[src/rtl/bbc_cyc_pkg.sv]
// Shared types and constants for the BBC host-bus cycle controller.
// Holds the cycle FSM encoding, the latched per-cycle attributes and register bit positions.
package bbc_cyc_pkg;

    typedef enum logic [2:0] {
        ST_IDLE  = 3'd0,
        ST_ALIGN = 3'd1,
        ST_PHI1  = 3'd2,
        ST_PHI2  = 3'd3,
        ST_DONE  = 3'd4
    } cyc_state_e;

    // Bit positions inside the CPU write data for the two captured registers.
    localparam int SHADOW_BIT = 7;
    localparam int ROMSEL_LSB = 0;

    // Attributes of the current host cycle, frozen when the request is accepted.
    typedef struct packed {
        logic rnw;
        logic rom_reg;
        logic shadow_reg;
        logic fe4x;
    } cyc_attr_t;

    function automatic logic is_host_phase(input cyc_state_e s);
        return (s == ST_PHI1) || (s == ST_PHI2);
    endfunction

endpackage

[src/rtl/bbc_phi_sync.sv]
// Brings the asynchronous host PHI0 into the hsclk domain and flags its edges.
// SYNC_STAGES must be at least 2.
module bbc_phi_sync #(
    parameter int SYNC_STAGES = 2
) (
    input  logic hsclk,
    input  logic rst,
    input  logic phi0_async,
    output logic phi0_s,
    output logic fall,
    output logic rise
);

    logic [SYNC_STAGES-1:0] sync_q;
    logic                   phi0_d;

    always_ff @(posedge hsclk) begin
        if (rst) begin
            sync_q <= '0;
            phi0_d <= 1'b0;
        end else begin
            sync_q <= {sync_q[SYNC_STAGES-2:0], phi0_async};
            phi0_d <= phi0_s;
        end
    end

    assign phi0_s = sync_q[SYNC_STAGES-1];
    assign fall   = phi0_d & ~phi0_s;
    assign rise   = ~phi0_d & phi0_s;

endmodule

[src/rtl/bbc_cycle_ctrl.sv]
// Sequences CPU accesses onto the BBC host bus, stalling the CPU until the host cycle ends.
// Optional FE4X_STRETCH_EN: FE4x accesses run at 1MHz (phase-aligned, two PHI0 periods).
module bbc_cycle_ctrl
    import bbc_cyc_pkg::*;
#(
    parameter int SYNC_STAGES = 2,
    parameter int ROMSEL_W    = 4
) (
    input  logic                hsclk,
    input  logic                rst,
    input  logic                bbc_phi0,
    input  logic                cpu_req,
    input  logic                cpu_rnw,
    input  logic [7:0]          cpu_data,
    input  logic                dec_rom_reg,
    input  logic                dec_shadow_reg,
    input  logic                dec_fe4x,
    output logic                lat_en,
    output logic                cpu_rdy,
    output logic                bbc_cyc,
    output logic [ROMSEL_W-1:0] rom_sel_q,
    output logic                shadow_en_q,
    output logic                cyc_done
);

    cyc_state_e state_q, state_d;
    cyc_attr_t  attr_q;
    logic       phi0_s, phi0_fall, phi0_rise;
    logic       align_ok, stretch_pending, capture_ok;
    logic       unused_sigs;

    bbc_phi_sync #(
        .SYNC_STAGES(SYNC_STAGES)
    ) u_phi_sync (
        .hsclk     (hsclk),
        .rst       (rst),
        .phi0_async(bbc_phi0),
        .phi0_s    (phi0_s),
        .fall      (phi0_fall),
        .rise      (phi0_rise)
    );

`ifdef FE4X_STRETCH_EN
    logic phase_q;
    logic stretch_q;

    // phase_q tracks the 1MHz half of the host clock; FE4x cycles start on the
    // fall that moves it to 1 and then take an extra PHI1/PHI2 pass.
    always_ff @(posedge hsclk) begin
        if (rst) begin
            phase_q   <= 1'b0;
            stretch_q <= 1'b0;
        end else begin
            if (phi0_fall) begin
                phase_q <= ~phase_q;
            end
            if (state_q == ST_ALIGN && state_d == ST_PHI1) begin
                stretch_q <= attr_q.fe4x;
            end else if (state_q == ST_PHI2 && phi0_fall) begin
                stretch_q <= 1'b0;
            end
        end
    end

    assign align_ok        = ~attr_q.fe4x | ~phase_q;
    assign stretch_pending = stretch_q;
`else
    assign align_ok        = 1'b1;
    assign stretch_pending = 1'b0;
`endif

    always_ff @(posedge hsclk) begin
        if (rst) begin
            state_q <= ST_IDLE;
        end else begin
            state_q <= state_d;
        end
    end

    always_comb begin
        state_d = state_q;
        case (state_q)
            ST_IDLE: begin
                if (cpu_req) begin
                    state_d = ST_ALIGN;
                end
            end
            ST_ALIGN: begin
                // Withdrawing the request before the host phase starts aborts cleanly.
                if (!cpu_req) begin
                    state_d = ST_IDLE;
                end else if (phi0_fall && align_ok) begin
                    state_d = ST_PHI1;
                end
            end
            ST_PHI1: begin
                if (phi0_rise) begin
                    state_d = ST_PHI2;
                end
            end
            ST_PHI2: begin
                if (phi0_fall) begin
                    state_d = stretch_pending ? ST_PHI1 : ST_DONE;
                end
            end
            ST_DONE: begin
                state_d = ST_IDLE;
            end
            default: begin
                state_d = ST_IDLE;
            end
        endcase
    end

    always_comb begin
        lat_en   = 1'b1;
        cpu_rdy  = 1'b1;
        bbc_cyc  = 1'b0;
        cyc_done = 1'b0;
        case (state_q)
            ST_ALIGN: begin
                cpu_rdy = 1'b0;
            end
            ST_PHI1, ST_PHI2: begin
                cpu_rdy = 1'b0;
                lat_en  = 1'b0;
                bbc_cyc = is_host_phase(state_q);
            end
            ST_DONE: begin
                cyc_done = 1'b1;
            end
            default: begin
                cpu_rdy = 1'b1;
            end
        endcase
    end

    always_ff @(posedge hsclk) begin
        if (rst) begin
            attr_q <= '0;
        end else if (state_q == ST_IDLE && cpu_req) begin
            attr_q <= '{rnw: cpu_rnw, rom_reg: dec_rom_reg,
                        shadow_reg: dec_shadow_reg, fe4x: dec_fe4x};
        end
    end

    // Both selects latched together is an illegal decode; neither register moves.
    assign capture_ok = (state_q == ST_DONE) && !attr_q.rnw
                        && (attr_q.rom_reg ^ attr_q.shadow_reg);

    always_ff @(posedge hsclk) begin
        if (rst) begin
            rom_sel_q   <= '0;
            shadow_en_q <= 1'b0;
        end else if (capture_ok) begin
            if (attr_q.rom_reg) begin
                rom_sel_q <= cpu_data[ROMSEL_LSB +: ROMSEL_W];
            end
            if (attr_q.shadow_reg) begin
                shadow_en_q <= cpu_data[SHADOW_BIT];
            end
        end
    end

    assign unused_sigs = ^{cpu_data, phi0_s, attr_q.fe4x};

endmodule

[config.mk]
export PLATFORM = sky130hd
export DESIGN_NAME = bbc_cycle_ctrl
export DESIGN_NICKNAME = d
export VERILOG_FILES = /design/src/rtl/bbc_cyc_pkg.sv /design/src/rtl/bbc_phi_sync.sv /design/src/rtl/bbc_cycle_ctrl.sv
export SDC_FILE = /design/constraint.sdc
export NUM_CORES = 1
export LEC_CHECK = 0
export CAP_MARGIN = 25
export CORE_MARGIN = 1
export CORE_UTILIZATION = 40
export DETAILED_ROUTE_END_ITERATION = 12
export HOLD_SLACK_MARGIN = 0.15
export PLACE_DENSITY = 0.82
export RECOVER_POWER = 25
export SLEW_MARGIN = 0
export SYNTH_ARGS = -nofsm -noshare
export SYNTH_HDL_FRONTEND = slang
export SYNTH_SLANG_ARGS = --single-unit
[constraint.sdc]
create_clock -name hsclk -period 1.7 [get_ports hsclk]
set_input_delay 0.17 -clock hsclk [delete_from_list [all_inputs] [get_ports hsclk]]
set_output_delay 0.17 -clock hsclk [all_outputs]
set_load 0.005 [all_outputs]
==> metrics.md, run 1 <==
| Metric | Value |
|---|---|
| Flop2flop setup slack | around 140 ps |
| Num CTS Buffers | 3 |
| Hold Path Sink | u_phi_sync.sync_q[0] |
| PwrDens | slightly below 700 nW/um^2 |
| Worst Tran Pin Value | between 400 and 500 ps |
| Die height | around 40 um |
| I/O pin count | 25 |
| Grt ovf | 0 |
| Slew HR | between 60% and 70% |
| Crit end category | output port |
| Mapped Nets | 73 |
| DR WL/cell | ~11 um |
| RSZ-0062 raised after global routing | no |
| Diode count | 0 |
| Share of the synthesized area in the top cell type | roughly 47% |
| Initial antenna violation count | 0 |
| Max Transition Viols Final | 0 |
| Most common cell in the netlist | dfxtp_1 |
| Cell area after synthesis | about 600 um^2 |
| Fin crit period | approximately 1600 ps |
| Top FF cell, synth | dfxtp_1 |
| Final nets | 101 |
| Post-synth top cells | dfxtp_1 (14), nand2b_1 (10), mux2i_1 (9) |
| Startpoint types | register |
| Final hold vios | 0 |
| Largest net degree at the start of global routing | 19 |
| Worst IR drop on VDD | roughly 0.44 mV |
| Lkg Pwr | ~0.00034 uW |
| First-pass GRT wire length | between 1500 and 2000 um |
| Vias in the first global route | roughly 420 |
| Post-synth EDFFs | 0 |
| Cell Rows | 13 |
| Crit Path Category | register to output port |
| Ys Warns | 0 |
| Clk buf depth | 2 |
| Post-synthesis cell count | 57 |
| Synth top area cells | dfxtp_1 (47%), mux2i_1 (15%), nand2b_1 (10%), nor2b_1 (5.2%), nor4b_4 (4.0%) |
| MaxCap Viol Count | 0 |
| Crit path required time | roughly 1500 ps |
| Pwr Total | around 590 uW |
| Final core utilization | 64.60% |
| Sequential-to-total area share from yosys stat | a little under half |
| Worst skew pair latency | roughly 280 ps |
| IO Port Bufs | 20 |
| Layout Skew | about 2.7 ps |
| Antenna Nets Post-Route | 0 |
| Worst-path fanout max | 5 |
| WHS Path Cells | 2 |
| Run status | completed |
| M2 GR Usage | between 20% and 30% |
| Layout cells sized above 1 | ~16% |
| Area of the die | 1661 um^2 |
| Post-Syn Area per Cell | 10.54 um^2 |
| Clk sinks | 14 |
| Initial core utilization | approximately 44% |
| Vias | between 400 and 500 |
| CTS clock-pin slew for the worst setup and hold paths | ~80 ps |
| All-Layer GR Usage | around 16% |
| Met1 Track Usage GR | between 10% and 20% |
| Fmax achieved | 622.5 MHz |
| Vias/cell | between 4 and 5 |
| Core area | between 1000 and 1500 um^2 |
| Root Driver | clkbuf_4 |
| Initial DRC count | 6 |
| Final setup viols | 0 |
| Post-synth ARST share | 0% |
| Grt met3 use | 4.891% |
| Hold Crit Class | input port to register |
| Die width | ~41 um |
| DRC violations left | 0 |
| Critical Path AT | roughly 1400 ps |
| Number of fill cells | 120 |
| Reg2reg path depth | 4 |
| TNS Setup | 0 ps |
| Part of the cycle the worst path needs | 94.49% |
| Synthesized flop and latch total | 14 |
| Worst r2r src | state_q[1] |
| H-tree depth | 1 |
| GR peak layer | met2 |
| Post-synth top area cell | dfxtp_1 |
| Hold path start | bbc_phi0 |
| TritonCTS clock tree | done |
| Synthesis-to-finish area growth | 45.21% |
| Distinct cells, synth | 17 |
| Placer Congestion | around 0.62 |
| Drt pass-1 iters | 3 |
| Routed WL | between 1000 and 1500 um |
| Critical R2R Capture | rom_sel_q[1] |
repair_timing:
action                     in CTS  in global routing
hold buffers                    0                  0
resized for setup               5                  1
setup endpoints to repair       1                  1
pin swaps                       1                  0
setup buffers                   3                  0
sequential cells by signal, indices dropped and copies added (netlist names):
signal,flops
attr_q,3
rom_sel_q,4
state_q,3
shadow_en_q,1
u_phi_sync.phi0_d,1
u_phi_sync.sync_q,2
stage by stage:
stage	instance area, um^2	instances	hold WS [ps]	worst slack [ps]
floorplan	600.6	57	298.2	308.5
global placement	819.5	92	426.6	178.4
detailed placement	819.5	92	427.7	171.9
CTS	869.6	98	433.4	26.68
global route	872.1	98	462.4	40.87
finish	872.1	98	439.9	93.70
critical path, cell delays in order (launching register included):
cell             delay [ps]
dfxtp_2                 330
buf_4                   140
and2b_2                 210
clkdlybuf4s50_1         480
worst max-delay path by stage:
stage / startpoint / to / cells past startpoint
2_1_floorplan: state_q[2] / rom_sel_q[0] / 3
3_3_place_gp: state_q[2] / cyc_done / 3
3_5_place_dp: state_q[2] / cyc_done / 3
4_1_cts: state_q[1] / lat_en / 4
5_1_grt: state_q[2] / bbc_cyc / 3
6_report: state_q[2] / bbc_cyc / 3
layout make-up:
class	count	area, um^2	share of cell area [%]
sequential	14	286.5	32.86
inverter	2	7.507	0.8608
clock buffer	3	22.52	2.582
timing repair buffer	24	231.5	26.54
tap	15	18.77	2.152
multi-input combinational	40	305.3	35.01
layout by cell type, fill, tap and decap left out, drive strengths merged:
master / count
clkdlybuf4s50: 17
or3b: 1
dlygate4sd3: 1
dfxtp: 14
and2b: 1
dlymetal6s2s: 1
o21ai: 1
nor4b: 3
and3b: 1
dlygate4sd2: 1
inv: 2
clkbuf: 3
o21bai: 1
nor2b: 5
nor2: 4
nand2b: 10
nor3: 2
mux2i: 9
nor3b: 1
and3: 1
buf: 4
logic make-up after synthesis:
family	Yosys count	synth area share, %
flip-flops	14	46.67
AND/OR/NAND/NOR	29	33.75
buffers and inverters	3	2.501
multiplexers	9	15.00
AO/OA/AOI/OAI	2	2.083
where the power goes:
part / switching (uW) / total (uW) / internal [uW]
sequential: 7.68 / 343 / 335
clock: 101 / 183 / 82.1
combinational: 18.1 / 60.6 / 42.6
per-layer routing:
metal | vias to the layer above | wire, um
met5 | - | 0
met2 | 18 | 505
li1 | 248 | -
met3 | 0 | 76
met1 | 205 | 476
met4 | 0 | 0
No activity file was read; power rests on OpenSTA's default activity.
==> run 2, diff against run 1 <==
--- a/config.mk
+++ b/config.mk
@@ -8,6 +8,7 @@
 export CAP_MARGIN = 25
 export CORE_MARGIN = 1
 export CORE_UTILIZATION = 40
+export CTS_BUF_LIST = sky130_fd_sc_hd__clkbuf_16
 export DETAILED_ROUTE_END_ITERATION = 12
 export HOLD_SLACK_MARGIN = 0.15
 export PLACE_DENSITY = 0.82
==> metrics.md, run 2 (synthesis gave the netlist of run 1 again) <==
| Metric | Value |
|---|---|
| Die width | 40.75 um (unchanged) |
| Diode count | 0 (unchanged) |
| CTS Hold Bufs | 0 (unchanged) |
| Die height | 40.75 um (unchanged) |
| Crit end category | register |
| Worst hold slack | 448.2 ps (+8.329 ps) |
| Vias | 472 (+0.21%) |
| Vias/cell | 4.917 (+2.3%) |
| Final setup viols | 0 (unchanged) |
| Hold Crit Class | register to register |
| Most frequent cells in the layout | clkdlybuf4s50_1 (18), dfxtp_1 (12), nand2b_1 (10), mux2i_1 (9), nor2b_1 (5) |
| H-tree depth | 1 (unchanged) |
| Commonest non-fill, non-tap cell in the layout | clkdlybuf4s50_1 |
| Layout Skew | 1.817 ps (-0.8339 ps) |
| Worst skew pair latency | 240 ps (-40 ps) |
| TNS Setup | 0 ps (unchanged) |
| MaxCap Viol Count | 0 (unchanged) |
| Startpoint types | register |
| CTS clock-pin slew for the worst setup and hold paths | 40 ps (-40 ps) |
| Root Driver | clkbuf_16 |
| Number of fill cells | 113 (-5.8%) |
| Reg2reg path depth | 4 (unchanged) |
| Synthesis-to-finish area growth | 50.83% |
| Final Instance Count excl. Fillers | 96 (-2.0%) |
| Pre-CTS setup slack | 171.9 ps (unchanged) |
| Fmax achieved | 633.4 MHz (+1.7%) |
| RSZ-0062 raised after global routing | no |
| Fin worst setup slack | 121.2 ps (+27.53 ps) |
| Crit Path Category | register to register |
| PwrDens | 920.8 nW/um^2 (+37%) |
| Part of the cycle the worst path needs | 92.87% (-1.6 points) |
| Worst-path fanout max | 9 (+4) |
| Clk sinks | 14 (unchanged) |
| Max FFs per register | 4 (unchanged) |
| Placer Congestion | 0.6222 (unchanged) |
| Cell Rows | 13 (unchanged) |
| Num CTS Buffers | 3 (unchanged) |
| Initial DRC count | 4 (-2) |
| Initial core utilization | 44.49% (unchanged) |
| Crit path required time | 1870 ps (+340 ps) |
| Largest net degree at the start of global routing | 19 (unchanged) |
| Worst IR drop on VDD | 0.5972 mV (+36%) |
| Most flop-heavy register | rom_sel_q |
| Fin crit period | 1579 ps (-27.53 ps) |
| First-pass GRT wire length | 1731 um (+2.0%) |
| All-Layer GR Usage | 16.82% (+0.91 points) |
| Vias in the first global route | 423 (+1.4%) |
| Final nets | 99 (-2.0%) |
| Clk buf depth | 2 (unchanged) |
| Routed WL | 1097 um (+3.7%) |
| Core area | 1350 um^2 (unchanged) |
| IO Port Bufs | 20 (unchanged) |
| Worst Tran Pin Value | 492.4 ps (+3.797 ps) |
| Lkg Pwr | 0.0003514 uW (+3.6%) |
| Run status | completed |
| Antenna Nets Post-Route | 0 (unchanged) |
| Placed Cells | 92 (unchanged) |
| Area of the die | 1661 um^2 (unchanged) |
| I/O pin count | 25 (unchanged) |
| Grt ovf | 0 (unchanged) |
| Initial antenna violation count | 0 (unchanged) |
| Registers with the most flip-flops | rom_sel_q x4, attr_q x3, state_q x3 |
| Layout cells sized above 1 | 12.35% (-3.3 points) |
| Drt pass-1 iters | 3 (unchanged) |
| DRC violations left | 0 (unchanged) |
| Max Transition Viols Final | 0 (unchanged) |
| DR WL/cell | 11.43 um (+5.8%) |
| Critical Path AT | 1750 ps (+310 ps) |
| WHS Path Cells | 1 (-1) |
| Final hold vios | 0 (unchanged) |
| TritonCTS clock tree | done |
| Slew HR | 67.06% (-0.25 points) |
[run 2: cell types whose count changed in the layout (fill, tap and decap cells not counted), sizes merged]
cell,change
clkdlybuf4s50,+1
buf,-2
dlymetal6s2s,-1
[run 2: report_power, final]
part           total, uW  switching, uW  internal [uW]  leakage, uW
Combinational       61.0           18.5           42.5     0.000199
Clock                428            122            306    0.0000370
Sequential           345           7.93            337     0.000115
Total                834            148            686     0.000351
[run 2: worst max-delay path, cell delays in order, from the launching register on]
cell and delay (ps):
dfxtp_4 360, or3b_4 400, buf_4 150, nor4b_4 370, mux2i_1 230
[run 2: path summary, 6_finish.rpt]
check	startpoint	to	slack [ps]
min reg2reg	u_phi_sync.sync_q[0]	u_phi_sync.sync_q[1]	450
max	state_q[1]	rom_sel_q[1]	120
min	u_phi_sync.sync_q[0]	u_phi_sync.sync_q[1]	450
max reg2reg	state_q[1]	rom_sel_q[1]	120
[run 2: repair_timing]
action / 4_1_cts / 5_1_grt
setup endpoints to repair: 1 / 0
buffers inserted: 1 / 0
gates resized for setup: 4 / 0
[run 2: layout make-up]
type                       instances  area [um^2]  area share, %
multi-input combinational         40        305.3          33.70
sequential                        14        285.3          31.49
timing repair buffer              22        214.0          23.62
clock buffer                       3        75.07          8.287
tap                               15        18.77          2.072
inverter                           2        7.507         0.8287
[run 2: per-layer routing]
| layer | vias to the layer above | track usage [%] | wire length [um] | part of all wire (%) |
|---|---|---|---|---|
| met2 | 19 | 28.17 | 525 | 48 |
| met3 | 4 | 4.891 | 59 | 5.4 |
| met5 | - | 0 | 0 | 0 |
| met1 | 207 | 18.67 | 489 | 45 |
| li1 | 242 | - | - | - |
| met4 | 0 | 10.00 | 22 | 2.0 |
[run 2: through the flow]
stage / area, um^2 / utilization (%) / power [uW]
2_1_floorplan: 600.6 / - / 377.6
3_3_place_gp: 819.5 / 60.70 / 411.8
3_5_place_dp: 819.5 / 60.70 / 413.2
4_1_cts: 905.9 / 67.10 / 842.2
5_1_grt: 905.9 / 67.10 / 860.0
6_report: 905.9 / 67.10 / 834.1
==> run 3, diff against run 2 <==
--- a/config.mk
+++ b/config.mk
@@ -11,7 +11,7 @@
 export CTS_BUF_LIST = sky130_fd_sc_hd__clkbuf_16
 export DETAILED_ROUTE_END_ITERATION = 12
 export HOLD_SLACK_MARGIN = 0.15
-export PLACE_DENSITY = 0.82
+export PLACE_DENSITY = 0.76
 export RECOVER_POWER = 25
 export SLEW_MARGIN = 0
 export SYNTH_ARGS = -nofsm -noshare
==> metrics.md, run 3 (synthesis gave the netlist of run 1 again) <==
| Metric | Value |
|---|---|
| Run status | completed |
| Die width | 40.75 um (unchanged) |
| MaxCap Viol Count | 0 (unchanged) |
| Final Instance Count excl. Fillers | 99 (+3.1%) |
| CTS Hold Bufs | 0 (unchanged) |
| Area of the die | 1661 um^2 (unchanged) |
| Critical Path AT | 1750 ps (about the same) |
| Number of fill cells | 114 (+0.88%) |
| TNS Setup | 0 ps (unchanged) |
| Layout Skew | 2.223 ps (+0.4061 ps) |
| WHS Path Cells | 1 (unchanged) |
| Vias/cell | 4.879 (-0.77%) |
| PwrDens | 894.2 nW/um^2 (-2.9%) |
| IO Port Bufs | 20 (unchanged) |
| I/O pin count | 25 (unchanged) |
| Root Driver | clkbuf_16 |
| Worst hold slack | 437.6 ps (-10.60 ps) |
| Highest routing layer actually used | met4 |
| Lkg Pwr | 0.0003771 uW (+7.3%) |
| Pwr Total | 830.2 uW (-0.47%) |
| Registers with the most flip-flops | rom_sel_q x4, attr_q x3, state_q x3 |
| Die height | 40.75 um (unchanged) |
| Cell repeated most along the worst path | buf_4 |
| Crit path required time | 1860 ps (about the same) |
| Largest net degree at the start of global routing | 14 (-5) |
| Worst skew pair latency | 240 ps (about the same) |
| Initial core utilization | 44.49% (unchanged) |
| Core area | 1350 um^2 (unchanged) |
| Vias in the first global route | 446 (+5.4%) |
| Critical-path top delay cell | or3b_4 |
| Worst Tran Pin Value | 405.0 ps (-87.37 ps) |
| Fin crit period | 1592 ps (+13.03 ps) |
| Met3 wire length | 47 um (-20%) |
| Drt pass-1 iters | 2 (-1) |
| Final hold vios | 0 (unchanged) |
| Crit end category | register |
| Synthesis-to-finish area growth | 54.58% |
| TritonCTS clock tree | done |
| Detailed placement HPWL | roughly 830 um |
| Met2 wire length | 632 um (+20%) |
| Antenna Nets Post-Route | 0 (unchanged) |
| DR WL/cell | 12.78 um (+12%) |
| Cell Rows | 13 (unchanged) |
| Diode count | 0 (unchanged) |
| Slew HR | 73.00% (+5.9 points) |
| First-pass GRT wire length | 1856 um (+7.2%) |
| Routed WL | 1265 um (+15%) |
| Hold Crit Class | register to register |
| Max Transition Viols Final | 0 (unchanged) |
| Commonest non-fill, non-tap cell in the layout | clkdlybuf4s50_1 |
| Part of the cycle the worst path needs | 93.64% (+0.77 points) |
| DRC violations left | 0 (unchanged) |
| Worst IR drop on VDD | 0.5981 mV (+0.14%) |
| Final nets | 102 (+3.0%) |
| Grt ovf | 0 (unchanged) |
| CP peak stage delay | 380 ps (-20 ps) |
| Final setup viols | 0 (unchanged) |
| Clk buf depth | 2 (unchanged) |
| M1 WL | 574 um (+17%) |
| CTS clock-pin slew for the worst setup and hold paths | 40 ps (about the same) |
| RSZ-0062 raised after global routing | no |
| Crit Path Category | register to register |
| Clk sinks | 14 (unchanged) |
| Vias | 483 (+2.3%) |
| Placer Congestion | 0.6082 (-2.3%) |
| Initial DRC count | 3 (-1) |
| Reg2reg path depth | 5 (+1) |
| Placed Cells | 94 (+2.2%) |
| Worst-path fanout max | 6 (-3) |
| H-tree depth | 1 (unchanged) |
| Startpoint types | register |
| Most frequent cells in the layout | clkdlybuf4s50_1 (18), dfxtp_1 (12), nand2b_1 (10), mux2i_1 (9), nor2b_1 (5) |
| Max FFs per register | 4 (unchanged) |
| Fmax achieved | 628.2 MHz (-0.82%) |
| Num CTS Buffers | 3 (unchanged) |
| Most flop-heavy register | rom_sel_q |
| Crit-path cells | or3b_4, buf_4, nor4b_4, buf_4, mux2i_1 |
| Initial antenna violation count | 0 (unchanged) |
| All-Layer GR Usage | 18.25% (+1.4 points) |
| Layout cells sized above 1 | 14.29% (+1.9 points) |
[run 3: path summary, 6_finish.rpt]
kind                           to  slack (ps)                 start
min reg2reg  u_phi_sync.sync_q[1]         440  u_phi_sync.sync_q[0]
min          u_phi_sync.sync_q[1]         440  u_phi_sync.sync_q[0]
max reg2reg          rom_sel_q[1]         110            state_q[2]
max                  rom_sel_q[1]         110            state_q[2]
[run 3: repair_timing]
action | in CTS | in global routing
gates resized for setup | 2 | 2
pin swaps | 0 | 1
setup endpoints to repair | 1 | 3
buffers inserted | 1 | 1
[run 3: cell type report]
cell class,count,area [um^2],share of cell area (%)
Clock buffer,3,75.07,8.086
Inverter,2,7.507,0.8086
Multi-Input combinational cell,40,305.3,32.88
Sequential cell,14,285.3,30.73
Tap cell,15,18.77,2.022
Timing Repair Buffer,25,236.5,25.47
[run 3: stage by stage]
stage	cell area, um^2	util (%)	setup WS (ps)
5_1_grt	928.4	68.77	31.47
2_1_floorplan	600.6	-	308.5
3_3_place_gp	834.6	61.82	181.7
4_1_cts	920.9	68.21	6.962
6_report	928.4	68.77	108.2
3_5_place_dp	834.6	61.82	141.2
[run 3: layer usage]
metal / track usage, % / up-vias
met5: 0 / -
met4: 12.50 / 0
met3: 4.891 / 2
met2: 29.76 / 15
met1: 20.53 / 219
li1: - / 247
[run 3: worst max-delay path, delay by kind of cell, from the launching register on]
family	cells	cell delay, ps
multiplexers	1	180
buffers and inverters	2	350
AND/OR/NAND/NOR	2	630
flip-flops	1	360
[run 3: where the power goes]
group / total (uW) / switching [uW] / internal, uW
logic: 62.9 / 19.8 / 43.2
clock network: 421 / 115 / 306
registers: 346 / 9.06 / 337
total: 830 / 144 / 686
